### src/rtl/gpio_bank.sv
// N-pin GPIO bank: register file, pad drive, synchronised/debounced inputs
// and sticky edge interrupts ORed onto a single irq line.

module gpio_bank_pin #(
    parameter int DEB_CYCLES = 4,
    parameter int CNT_W      = $clog2(DEB_CYCLES+1)
) (
    input  logic clk,
    input  logic rst_n,
    input  logic y,
    input  logic deb_en,
    output logic q,
    output logic rise,
    output logic fall
);
    logic             s1, s2, q_nxt;
    logic [CNT_W-1:0] cnt, cnt_nxt;

    always_comb begin
        q_nxt   = q;
        cnt_nxt = cnt;
        if (s2 == q) begin
            cnt_nxt = '0;
        end else if (!deb_en || cnt == CNT_W'(DEB_CYCLES-1)) begin
            q_nxt   = s2;
            cnt_nxt = '0;
        end else begin
            cnt_nxt = cnt + CNT_W'(1);
        end
    end

    // Edge pulses are combinational so flags set on the same edge as q.
    assign rise = q_nxt & ~q;
    assign fall = ~q_nxt & q;

    always_ff @(posedge clk or negedge rst_n) begin
        if (!rst_n) begin
            s1  <= 1'b0;
            s2  <= 1'b0;
            q   <= 1'b0;
            cnt <= '0;
        end else begin
            s1  <= y;
            s2  <= s1;
            q   <= q_nxt;
            cnt <= cnt_nxt;
        end
    end
endmodule

module gpio_bank #(
    parameter int WIDTH      = 8,
    parameter int DEB_CYCLES = 4,
    parameter int CNT_W      = $clog2(DEB_CYCLES+1)
) (
    input  logic             clk,
    input  logic             rst_n,
    input  logic             wr_en,
    input  logic             rd_en,
    input  logic [3:0]       addr,
    input  logic [WIDTH-1:0] wr_data,
    output logic [WIDTH-1:0] rd_data,
    output logic [WIDTH-1:0] pad_a,
    output logic [WIDTH-1:0] pad_oe,
    output logic [WIDTH-1:0] pad_pu,
    output logic [WIDTH-1:0] pad_pd,
    input  logic [WIDTH-1:0] pad_y,
    output logic             irq
);
    logic [WIDTH-1:0] dout, oe, pu, pd, rise_en, fall_en, deb_en, irq_status;
    logic [WIDTH-1:0] din, rise, fall, clr, status_nxt, rd_mux;

    gpio_bank_pin #(.DEB_CYCLES(DEB_CYCLES), .CNT_W(CNT_W)) u_pin [WIDTH-1:0] (
        .clk    (clk),
        .rst_n  (rst_n),
        .y      (pad_y),
        .deb_en (deb_en),
        .q      (din),
        .rise   (rise),
        .fall   (fall)
    );

    assign pad_a  = dout;
    assign pad_oe = oe;
    assign pad_pu = pu;
    assign pad_pd = pd & ~pu;

    // Set is ORed in after the clear so a colliding set wins.
    assign clr        = (wr_en && addr == 4'd7) ? wr_data : '0;
    assign status_nxt = (irq_status & ~clr) | (rise & rise_en) | (fall & fall_en);

    always_comb begin
        rd_mux = '0;
        case (addr)
            4'd0: rd_mux = dout;
            4'd1: rd_mux = oe;
            4'd2: rd_mux = pu;
            4'd3: rd_mux = pd;
            4'd4: rd_mux = rise_en;
            4'd5: rd_mux = fall_en;
            4'd6: rd_mux = deb_en;
            4'd7: rd_mux = irq_status;
            4'd8: rd_mux = din;
            default: rd_mux = '0;
        endcase
    end

    always_ff @(posedge clk or negedge rst_n) begin
        if (!rst_n) begin
            dout       <= '0;
            oe         <= '0;
            pu         <= '0;
            pd         <= '0;
            rise_en    <= '0;
            fall_en    <= '0;
            deb_en     <= '0;
            irq_status <= '0;
            rd_data    <= '0;
            irq        <= 1'b0;
        end else begin
            if (wr_en) begin
                case (addr)
                    4'd0: dout    <= wr_data;
                    4'd1: oe      <= wr_data;
                    4'd2: pu      <= wr_data;
                    4'd3: pd      <= wr_data;
                    4'd4: rise_en <= wr_data;
                    4'd5: fall_en <= wr_data;
                    4'd6: deb_en  <= wr_data;
                    default: ;
                endcase
            end
            irq_status <= status_nxt;
            irq        <= |irq_status;
            if (rd_en) rd_data <= rd_mux;
        end
    end
endmodule

### config.mk
export PLATFORM = sky130hd
export DESIGN_NAME = gpio_bank
export DESIGN_NICKNAME = d
export VERILOG_FILES = /design/src/rtl/gpio_bank.sv
export SDC_FILE = /design/constraint.sdc
export NUM_CORES = 1
export LEC_CHECK = 0
export ABC_CLOCK_PERIOD_IN_PS = 4100
export CORE_ASPECT_RATIO = 1.5
export CORE_UTILIZATION = 46
export CTS_CLUSTER_DIAMETER = 100
export DETAILED_ROUTE_END_ITERATION = 8
export GPL_ROUTABILITY_DRIVEN = 0
export PLACE_DENSITY = 0.73
export SLEW_MARGIN = 20
export SYNTH_ARGS = -nofsm -noshare
export SYNTH_HDL_FRONTEND = slang
export SYNTH_HIERARCHICAL = 1
export SYNTH_SLANG_ARGS = --single-unit
### constraint.sdc
create_clock -name clk -period 4.1 [get_ports clk]
set_clock_uncertainty 0.15 [all_clocks]
set_input_delay 0.41 -clock clk [delete_from_list [all_inputs] [get_ports clk]]
set_output_delay 0.41 -clock clk [all_outputs]
set_load 0.005 [all_outputs]
* Yosys cells after proc, flatten, opt, wreduce, memory -nomap -nowiden
Cells that the tools add are included. Widths: inputs -> output; s select.
Cells by class: bitwise logic cells 40, add/sub/neg operators 8, eq/ne operators 24, muxes and demuxes 34, reductions and logical operators 26
Operators by type and width (count):
- $pmux 8 s9 | 1
- $mux 3 | 16
- $and 8x8->8 | 4
- $add 3x1->3 const B | 8
- $eq 3x2->1 const B | 8
- $and 1x1->1 | 16
- $eq 4x3->1 const B | 4
- $mux 1 | 16
- $not 1->1 | 16
- $not 8->8 | 2
- $or 8x8->8 | 2
- $reduce_and 2->1 | 7
- $eq 1x1->1 | 8
- $eq 4x2->1 const B | 2
- $logic_not 1->1 | 8
- $logic_or 1x1->1 | 8
- $mux 8 | 1
- $reduce_or 8->1 | 1
- $eq 4x1->1 const B | 1
- $eq 4x4->1 const B | 1
- $logic_not 4->1 | 1
- $logic_and 1x1->1 | 1
Word-level totals: flip-flop bits (word level) 121, output and inout bits 41, input bits 24

* Depth between registers and ports, before layout
Gate-level depths: netlist (run 1).
word-level depth 8, depth in mapped cells 7

* Hierarchy
Netlist (run 1), hierarchy kept.
Modules (own cells, without submodules):
- gpio_bank | area an instance 3607.2 µm², cells each 277, sequential area each 1826.8 µm², instances 1
- gpio_bank_pin | area an instance 251.5 µm², cells each 17, sequential area each 150.1 µm², instances 8

* Least setup slack after synthesis (run 1)
Ideal clock, no wire load.
kind in2reg, start input port addr[0], end register rise_en[0], stages 5, setup time 0.125 ns, arrival time 1.471 ns, setup slack 2.355 ns, buffers on the path 2, cell sequence buf_6 -> buf_6 -> or2_2 -> nor2_8 -> mux2_2
On the way: cells in the longest elaborated chain, start to end 2
RTL lines:
- start, declared | RTL line 60 | input logic [3:0] addr,
- $eq 4x3->1 | RTL line 122 | case (addr)
- $reduce_and 2->1 (no source line)
- end signal, assigned | RTL line 127 | 4'd4: rise_en <= wr_data;
- end, declared | RTL line 70 | logic [WIDTH-1:0] dout, oe, pu, pd, rise_en, fall_en, deb_en, irq_status;
Every way passes these cells. A chain may end at the register's enable or synchronous reset.

* Worst setup path after layout (run 1)
start input port addr[2], end register deb_en[5]
On the way: cells in the longest elaborated chain, start to end 2
RTL lines:
- $eq 4x3->1 | RTL line 122
- $reduce_and 2->1 (no source line)
- end signal, assigned | RTL line 129 | 4'd6: deb_en <= wr_data;
- end, declared | RTL line 70
Every way passes these cells.

==> impl_results.md, run 1 <==
- Status: finished, violations left
- Failing checks: DRC
- Setup tns final: 0 ns
- Fill cell count: ~980
- Endpoint class of the critical path: flop
- Worst min-delay path class: reg2reg
- Final std cells w/o fill: around 660
- Period utilization: 0.683
- Fmax: 0.357 GHz
- Vias in the first global route: about 4,000
- Post-Syn Nets: roughly 450
- CP startpoint kind: input port
- P per Cell Area: 550 mW/mm²
- Number of remaining DRC errors: 2
- GRT overflow: 0
- Synth Area in Compound Gates: 0.0764
- Largest register FFs: 24
- Core area: roughly 0.012 mm²
- Slew @ Worst Pin: between 0.8 and 0.9 ns
- Met1 WL: about 5200 µm
- Top Layer Used: met4
- Fraction of synthesized area in multiplexers: 0.172
- Worst-skew pair later-pin latency: 0.42 ns
- Post-Synth Simple-Gate Area: 0.140
- Root buf cell: clkbuf_16
- Layout Nets: ~530
- WL met2: around 6900 µm
- Max-slew violations: 0
- Global Route Usage Sum: 0.231
- Clock sinks: 121
- Num CTS Buffers: 17
- Most frequent cells in the layout: dfrtp_1, mux2_2, clkdlybuf4s50_1, nor3b_1, clkbuf_16
- Crit path time final: roughly 2.8 ns
- Synth top area share: 0.539
- Post-Synth Adder-Cell Area: 0.0356
- Row count: a little under 50
- Clock Pin Slew Worst Setup and Hold Paths: 0.05 ns
- Ys Warns: 6
- Most common cell after layout, fill and taps aside: dfrtp_1
- Largest net degree at the start of global routing: between 80 and 90
- Post-detail-place hpwl: around 9000 µm
- Maximum VDD drop: about 0.00036 V
- Final Hold Viols: 0
- CTS max path bufs: 2
- Vias/cell: 5.91
- CP Max Fanout: 16
- Initial Util: 0.470
- Leakage Power: 3.01 nW
- Drt first pass iters: 8
- Register bit total from synthesis: roughly 120
- I/O pins: 65
- Initial antenna violation count: 0
- Placed instance count: between 600 and 700
- Area grow syn2layout: 24.8%
- Largest reg by FF count: u_pin/cnt
- Post_cts resized: 0
- Crit path kind: in2reg
- Synth Area in XOR/XNOR: 0.0125
- WHS: a little under 0.2 ns
- Inserted Diodes: 0
- Critical Path RT: approximately 4.3 ns
- Routed vias: 3,886
- Die area: 0.0127 mm²
- Slew HR: 0.446
- Total Wirelength: roughly 13,000 µm
- Die Span Y: 137 µm
- Seq/Total Area, Yosys: 0.539
- Synthesized area: 0.00562 mm²
- Final ANT Viol Nets: 0
- Cell count after synthesis: slightly above 400
- Synth area leaders: dfrtp_1, mux2_2, nor3b_1, ha_1, mux2i_1
- Final Setup Violations: 0
- RSZ-0062 raised after global routing: false
- Initial drt markers: around 380
- Max_cap viols: 0
- Chip width: 92.2 µm
- Syn Area/Cell: 13.6 µm²
- Synth area leader: dfrtp_1
- TritonCTS clock tree: done
- Post-DR wirelength/cell: slightly above 20 µm
- CTS H-tree depth: 4
- Synth cell types: 53
- Port-buffer cells: 64
- CP Data Arrival Time: slightly below 3 ns
- DR WL met3: between 700 and 800 µm
- Overall power: between 0.003 and 0.004 W
- Main combinational cell family by area after synthesis: multiplexers
- Share of post-route cells with drive strength above 1: 0.252
- First-pass GRT wire length: 21,500 µm
-- worst max-delay path: stages --
cell,delay [ns]
clkdlybuf4s50_1,1.01
nand3b_2,0.37
nor2b_1,0.56
buf_4,0.25
mux2_2,0.34
-- cell usage after synthesis (all sizes together) --
library cell and count:
nor3b 34, nand2 5, a32o 3, a22o 1, nand3 5, xnor2 8
clkbuf 1, o221ai 6, o31ai 1, mux4 2, and2 1, a221o 8
a211o 1, a32oi 4, nor2b 21, nor3 3, a221oi 2, mux2i 12
nor4 3, a31oi 3, and2b 1, a21boi 8, ha 16, a211oi 2
a22oi 4, o32ai 1, inv 15, or2 1, mux2 71, nand3b 4
o22ai 4, nor4b 1, and3 2, or3 1, and3b 8, a21oi 1
o21ai 4, nor2 9, dfrtp 121, buf 11, nand2b 4
-- timing repair --
item / in CTS / in global routing
buffers inserted: 0 / 0
hold buffers: 0 / 1
endpoints found under the hold margin: 0 / 53
-- per-layer routing --
| layer | vias up | global-route usage |
|---|---|---|
| met5 | - | 0 |
| met4 | 0 | 0.137 |
| met3 | 57 | 0.0563 |
| met2 | 187 | 0.382 |
| met1 | 1945 | 0.273 |
| li1 | 1697 | - |
-- through the flow --
step / setup slack (ns) / instance area (µm²) / util
4_1_cts: 1.33 / 7000 / 0.586
6_report: 1.30 / 7020 / 0.587
2_1_floorplan: 2.35 / 5620 / -
5_1_grt: 1.20 / 7020 / 0.587
3_3_place_gp: 1.01 / 6410 / 0.536
3_5_place_dp: 0.926 / 6410 / 0.536
-- area by class of cell --
type | instances | area, µm² | share of cell area
well taps | 153 | 191 | 0.0273
flip-flops and latches | 121 | 3030 | 0.432
clock buffers | 24 | 472 | 0.0672
repair buffers | 71 | 697 | 0.0993
multi-input cells | 265 | 2450 | 0.350
clock inverters | 8 | 119 | 0.0169
inverters | 15 | 56.3 | 0.00803
-- cells by family (layout without fill, tap and decap cells) --
logic type,count (synthesis),after routing
fa+ha+maj,16,16
mux,85,85
flops,121,121
simple gates,103,103
buf+inv,27,118
xor+xnor,8,8
compound gates,53,53
-- path summary, 6_finish.rpt --
kind / start / to / slack, ns / depth (start not counted)
min reg2reg: u_pin[1]/s1 / u_pin[1]/s2 / 0.20 / 0
min in group asynchronous: rst_n / u_pin[1]/s2 / 0.48 / 2
max in group asynchronous: rst_n / fall_en[2] / 2.53 / 3
min: u_pin[1]/s1 / u_pin[1]/s2 / 0.20 / 0
max: addr[2] / deb_en[5] / 1.30 / 5
max reg2reg: u_pin[2]/cnt[0] / irq_status[2] / 2.41 / 5
-- power breakdown --
group / internal, W / switching (W) / leakage (nW)
sequential: 0.00141 / 0.000208 / 1.49
combinational: 0.000464 / 0.000281 / 1.24
clock: 0.000983 / 0.000509 / 0.292
total: 0.00286 / 0.000998 / 3.01
Note: power is estimated with default switching activity, not from simulation.
==> run 2, diff against run 1 <==
--- a/config.mk
+++ b/config.mk
@@ -5,7 +5,7 @@
 export SDC_FILE = /design/constraint.sdc
 export NUM_CORES = 1
 export LEC_CHECK = 0
-export ABC_CLOCK_PERIOD_IN_PS = 4100
+export ABC_CLOCK_PERIOD_IN_PS = 2600
 export CORE_ASPECT_RATIO = 1.5
 export CORE_UTILIZATION = 46
 export CTS_CLUSTER_DIAMETER = 100
==> constraint.sdc (replaced) <==
create_clock -name clk -period 2.6 [get_ports clk]
set_clock_uncertainty 0.15 [all_clocks]
set_input_delay 0.26 -clock clk [delete_from_list [all_inputs] [get_ports clk]]
set_output_delay 0.26 -clock clk [all_outputs]
set_load 0.005 [all_outputs]
==> impl_results.md, run 2 (synthesis gave the netlist of run 1 again) <==
- Vias in the first global route: 4,088 (+2.0%)
- Final ANT Viol Nets: 0 (unchanged)
- Clock sinks: 121 (unchanged)
- Row count: 49 (unchanged)
- Initial Util: 0.470 (unchanged)
- RSZ-0062 raised after global routing: false
- Slowest stage delay, CP: 0.58 ns (-0.43 ns)
- Max-slew violations: 0 (unchanged)
- Routed vias: 3,791 (-2.4%)
- Initial drt markers: 314 (-18%)
- Slew HR: 0.653 (+0.207)
- Largest net degree at the start of global routing: 49 (-45%)
- R2r endpoint: irq_status[2]
- Area grow syn2layout: 27.4%
- Crit path time final: between 1.5 and 2 ns
- Crit path kind: in2reg
- Overall power: 0.00617 W (+60%)
- TritonCTS clock tree: done
- CP Max Fanout: 18 (+2)
- Largest register FFs: 24 (unchanged)
- DR WL met3: 676 µm (-14%)
- Post_cts resized: 0 (unchanged)
- Final Cell Area: 0.00716 mm² (+2.1%)
- Worst hold path cell count: 1 (+1)
- Max_cap viols: 0 (unchanged)
- GRT overflow: 0 (unchanged)
- Final Hold Viols: 0 (unchanged)
- Share of post-route cells with drive strength above 1: 0.272 (+0.0199)
- Crit-path cells: clkdlybuf4s50_1 -> buf_12 -> and2_1 -> and3_1 -> mux2_2
- Final Setup Violations: 0 (unchanged)
- Post-DR wirelength/cell: 20.0 µm (-2.3%)
- Post-CTS Setup Repair Bufs: 0 (unchanged)
- Post-detail-place hpwl: 9410 µm (+4.9%)
- Worst-skew pair later-pin latency: 0.41 ns (about the same)
- Sequential cell area: 0.00303 mm² (unchanged)
- CTS H-tree depth: 4 (unchanged)
- Core area: 0.0120 mm² (unchanged)
- Multi-input gate area: 0.00245 mm² (unchanged)
- Global Route Usage Sum: 0.224 (-0.00712)
- Status: completed
- Flop-to-flop setup slack: 0.89 ns (-1.52 ns)
- FF-to-FF Start: u_pin[2]/cnt[0]
- Inserted Diodes: 0 (unchanged)
- Most frequent cells in the layout: dfrtp_1, mux2_2, clkdlybuf4s50_1, nor3b_1, clkbuf_16
- Total Wirelength: 13,400 µm (-0.67%)
- Worst path bufs/invs: 2 (unchanged)
- CTS max path bufs: 2 (unchanged)
- Hold path start: pad_y[7]
- Most common cell after layout, fill and taps aside: dfrtp_1
- Fill cell count: 948 (-3.0%)
- WHS Endpoint: u_pin[7]/s1
- Chip width: 92.2 µm (unchanged)
- Final Util: 0.599 (+0.0120)
- Drt first pass iters: 6 (-2)
- Die Span Y: 137 µm (unchanged)
- Maximum VDD drop: 0.000459 V (+27%)
- Leakage Power: 3.09 nW (+2.6%)
- CP startpoint kind: input port
- CP max stage cell: clkdlybuf4s50_1
- Layout Nets: 542 (+2.1%)
- Die area: 0.0127 mm² (unchanged)
- WL met2: 7020 µm (+1.4%)
- Largest reg by FF count: u_pin/cnt
- Slew @ Worst Pin: 0.519 ns (-0.309 ns)
- Initial antenna violation count: 0 (unchanged)
- I/O pins: 65 (unchanged)
- Num CTS Buffers: 17 (unchanged)
- Endpoint class of the critical path: flop
- Period utilization: 0.746
- Fmax: approximately 0.52 GHz
- Kind of cell adding the most delay to the critical path: buffers and inverters
- CP Data Arrival Time: 2.08 ns (-0.87 ns)
- Vias/cell: 5.68 (-4.1%)
- R2R depth: 5 (unchanged)
- Number of remaining DRC errors: 0 (-2)
- Worst min-delay path class: in2reg
- P per Cell Area: 861 mW/mm² (+57%)
- Placed instance area: 0.00653 mm² (+1.9%)
- Critical Path RT: 2.74 ns (-1.51 ns)
- Setup tns final: 0 ns (unchanged)
- Top Layer Used: met4
- Met1 WL: 5240 µm (+1.2%)
- First-pass GRT wire length: 21,000 µm (-2.4%)
- Root buf cell: clkbuf_16
- Port-buffer cells: 64 (unchanged)
- Clock Pin Slew Worst Setup and Hold Paths: 0.05 ns (about the same)
[run 2: cell types whose count changed in the layout (fill, tap and decap cells not counted), sizes merged]
cell	delta
clkbuf	+1
clkinv	-2
clkinvlp	+1
buf	+11
[run 2: area by class of cell]
class / count / share of cell area
clock buffers: 25 / 0.0706
clock inverters: 7 / 0.0157
inverters: 15 / 0.00786
multi-input cells: 265 / 0.343
flip-flops and latches: 121 / 0.423
well taps: 153 / 0.0267
repair buffers: 82 / 0.114
[run 2: worst max path at each step]
stage          slack, ns     from          to  depth (start not counted)
2_1_floorplan       1.00  addr[0]  rise_en[0]                          5
3_3_place_gp        0.29  addr[0]   deb_en[4]                          6
3_5_place_dp        0.24  addr[1]       pd[0]                          5
4_1_cts             0.67  addr[1]       pd[0]                          5
5_1_grt             0.61  addr[2]  rd_data[7]                          6
6_report            0.66  addr[1]       pd[0]                          5
[run 2: worst reg2reg max path: cells and delay by family, from the launching register on]
kind	cells	cell delay, ns
DFF	1	0.38
and+or+nand+nor	2	0.26
AOI/OAI and AO/OA	1	0.36
adders and majority gates	2	0.44
[run 2: per-layer routing]
metal,GRT usage,vias to the layer above
met5,0,-
met4,0.115,0
li1,-,1715
met1,0.252,1934
met2,0.388,111
met3,0.0618,31
[run 2: through the flow]
stage	hold slack [ns]	setup WS, ns	std cells
final	0.134	0.659	668
after global routing	0.123	0.612	668
after CTS	0.122	0.666	668
after detailed placement	0.0721	0.237	635
after global placement	0.0640	0.287	635
after floorplan	-0.186	1.00	413
[run 2: what timing repair did]
| item | in CTS | in global routing |
|---|---|---|
| hold buffers | 1 | 0 |
| hold endpoints to repair | 26 | 0 |
| endpoints found under the setup margin | 0 | 0 |
[run 2: power breakdown]
group | switching (W) | total, W | leakage, nW | internal, W
sequential | 0.000338 | 0.00256 | 1.49 | 0.00223
clock | 0.000792 | 0.00242 | 0.303 | 0.00163
combinational | 0.000437 | 0.00118 | 1.30 | 0.000744
==> run 3, diff against run 2 <==
--- a/config.mk
+++ b/config.mk
@@ -5,13 +5,13 @@
 export SDC_FILE = /design/constraint.sdc
 export NUM_CORES = 1
 export LEC_CHECK = 0
-export ABC_CLOCK_PERIOD_IN_PS = 2600
+export ABC_CLOCK_PERIOD_IN_PS = 1600
 export CORE_ASPECT_RATIO = 1.5
 export CORE_UTILIZATION = 46
 export CTS_CLUSTER_DIAMETER = 100
 export DETAILED_ROUTE_END_ITERATION = 8
 export GPL_ROUTABILITY_DRIVEN = 0
-export PLACE_DENSITY = 0.73
+export PLACE_DENSITY = 0.75
 export SLEW_MARGIN = 20
 export SYNTH_ARGS = -nofsm -noshare
 export SYNTH_HDL_FRONTEND = slang
==> constraint.sdc (replaced) <==
create_clock -name clk -period 1.6 [get_ports clk]
set_clock_uncertainty 0.15 [all_clocks]
set_input_delay 0.16 -clock clk [delete_from_list [all_inputs] [get_ports clk]]
set_output_delay 0.16 -clock clk [all_outputs]
set_load 0.005 [all_outputs]
==> impl_results.md, run 3 (synthesis gave the netlist of run 1 again) <==
- CP Data Arrival Time: 1.73 ns (-0.35 ns)
- Leakage Power: 3.93 nW (+27%)
- I/O pins: 65 (unchanged)
- Fill cell count: 813 (-14%)
- Vias in the first global route: 4,593 (+12%)
- Clock Pin Slew Worst Setup and Hold Paths: 0.05 ns (about the same)
- Total Wirelength: 15,100 µm (+13%)
- Largest register FFs: 24 (unchanged)
- Number of remaining DRC errors: 0 (unchanged)
- First-pass GRT wire length: 23,900 µm (+14%)
- Worst hold path cell count: 1 (unchanged)
- Row count: 49 (unchanged)
- TritonCTS clock tree: done
- GRT overflow: 0 (unchanged)
- Crit path time final: 1.59 ns
- Slowest stage delay, CP: 0.38 ns (-0.20 ns)
- Max_cap viols: 0 (unchanged)
- Fmax: approximately 0.63 GHz
- Final ANT Viol Nets: 0 (unchanged)
- Slew HR: 0.716 (+0.0622)
- Maximum VDD drop: 0.000854 V (+86%)
- Core area: 0.0120 mm² (unchanged)
- Period utilization: 0.994
- Root buf cell: clkbuf_16
- Initial antenna violation count: 0 (unchanged)
- Setup WS pre-CTS: -0.445 ns (-0.682 ns)
- Inserted Diodes: 0 (unchanged)
- Worst min-delay path class: in2reg
- Crit path kind: reg2reg
- Post-detail-place hpwl: 9910 µm (+5.2%)
- Final Setup Violations: 0 (unchanged)
- Slew @ Worst Pin: 0.426 ns (-0.0932 ns)
- Max-slew violations: 0 (unchanged)
- Die Span Y: 137 µm (unchanged)
- Worst-skew pair later-pin latency: 0.41 ns (about the same)
- Endpoint class of the critical path: flop
- Drt first pass iters: 4 (-2)
- Clock sinks: 121 (unchanged)
- Crit-path cells: ha_2 -> ha_4 -> nor2b_4 -> nor3b_2 -> a221o_1
- Vias/cell: 5.53 (-2.5%)
- Largest reg by FF count: u_pin/cnt
- Worst path bufs/invs: 0 (-2)
- Global Route Usage Sum: 0.255 (+0.0311)
- Critical Path RT: 1.73 ns (-1.01 ns)
- Most common cell after layout, fill and taps aside: dfrtp_1
- WHS: 0.0355 ns (-0.0987 ns)
- CTS H-tree depth: 4 (unchanged)
- CP startpoint kind: flop
- Num CTS Buffers: 17 (unchanged)
- Initial Util: 0.470 (unchanged)
- Largest net degree at the start of global routing: 50 (+2.0%)
- Die area: 0.0127 mm² (unchanged)
- Share of post-route cells with drive strength above 1: 0.444 (+0.172)
- Post-DR wirelength/cell: 19.4 µm (-3.2%)
- Status: completed
- Most frequent cells in the layout: dfrtp_1, buf_4, mux2_2, nor3b_1
- CP Max Fanout: 4 (-14)
- Final Hold Viols: 0 (unchanged)
- R2R depth: 5 (unchanged)
- Fin worst setup slack: 0.00893 ns (-0.651 ns)
- Kind of cell adding the most delay to the critical path: flip-flops
- Port-buffer cells: 64 (unchanged)
- Area grow syn2layout: 47.1%
- Initial drt markers: 281 (-11%)
- CTS max path bufs: 2 (unchanged)
- Routed vias: 4,300 (+13%)
- CP Depth: 5 (unchanged)
- Layout Nets: 652 (+20%)
- Chip width: 92.2 µm (unchanged)
- P per Cell Area: 1300 mW/mm² (+51%)
- CP max stage cell: dfrtp_1
run 3: final timing paths:
check                                start            end  slack, ns
setup / recovery           u_pin[4]/cnt[0]  irq_status[4]      0.009
hold reg to reg                u_pin[1]/s1    u_pin[1]/s2       0.19
hold / removal                    pad_y[0]    u_pin[0]/s1       0.04
max in group asynchronous            rst_n      pad_oe[4]       0.67
setup reg to reg           u_pin[4]/cnt[0]  irq_status[4]      0.009
min in group asynchronous            rst_n    u_pin[0]/s1       0.06
run 3: stage by stage:
step | area (µm²) | utilization | total power (W) | setup TNS [ns] | std cells
finish | 8270 | 0.692 | 0.0107 | 0 | 777
global route | 8270 | 0.692 | 0.0112 | -0.0226 | 777
CTS | 8050 | 0.673 | 0.0106 | -0.0111 | 768
detailed placement | 7020 | 0.588 | 0.00627 | -26.68 | 694
global placement | 7020 | 0.588 | 0.00617 | -24.69 | 694
floorplan | 5620 | - | 0.00512 | 0 | 413
run 3: power breakdown:
group,total [W],switching [W],internal [W],leakage (nW)
clock network,0.00407,0.00128,0.00279,0.319
logic,0.00256,0.000945,0.00161,2.12
registers,0.00410,0.000480,0.00362,1.49
run 3: timing repair:
item | in CTS | in global routing
buffers inserted | 41 | 9
cloned | 1 | 0
hold buffers | 1 | 0
pin swaps | 6 | 16
setup endpoints to repair | 67 | 66
endpoints found under the hold margin | 121 | 0
gates resized for setup | 43 | 36
run 3: layout make-up:
type,count,area [µm²],share of cell area
flip-flops and latches,121,3030,0.366
multi-input cells,265,2630,0.318
repair buffers,192,1720,0.208
clock buffers,23,498,0.0602
well taps,153,191,0.0232
clock inverters,8,140,0.0169
inverters,15,56.3,0.00681
run 3: layer usage:
| layer | vias to the layer above | global-route usage | share of wire |
|---|---|---|---|
| met5 | - | 0 | 0 |
| met4 | 0 | 0.130 | 0.050 |
| met3 | 49 | 0.0651 | 0.045 |
| met2 | 134 | 0.449 | 0.53 |
| met1 | 2175 | 0.286 | 0.38 |
| li1 | 1942 | - | - |
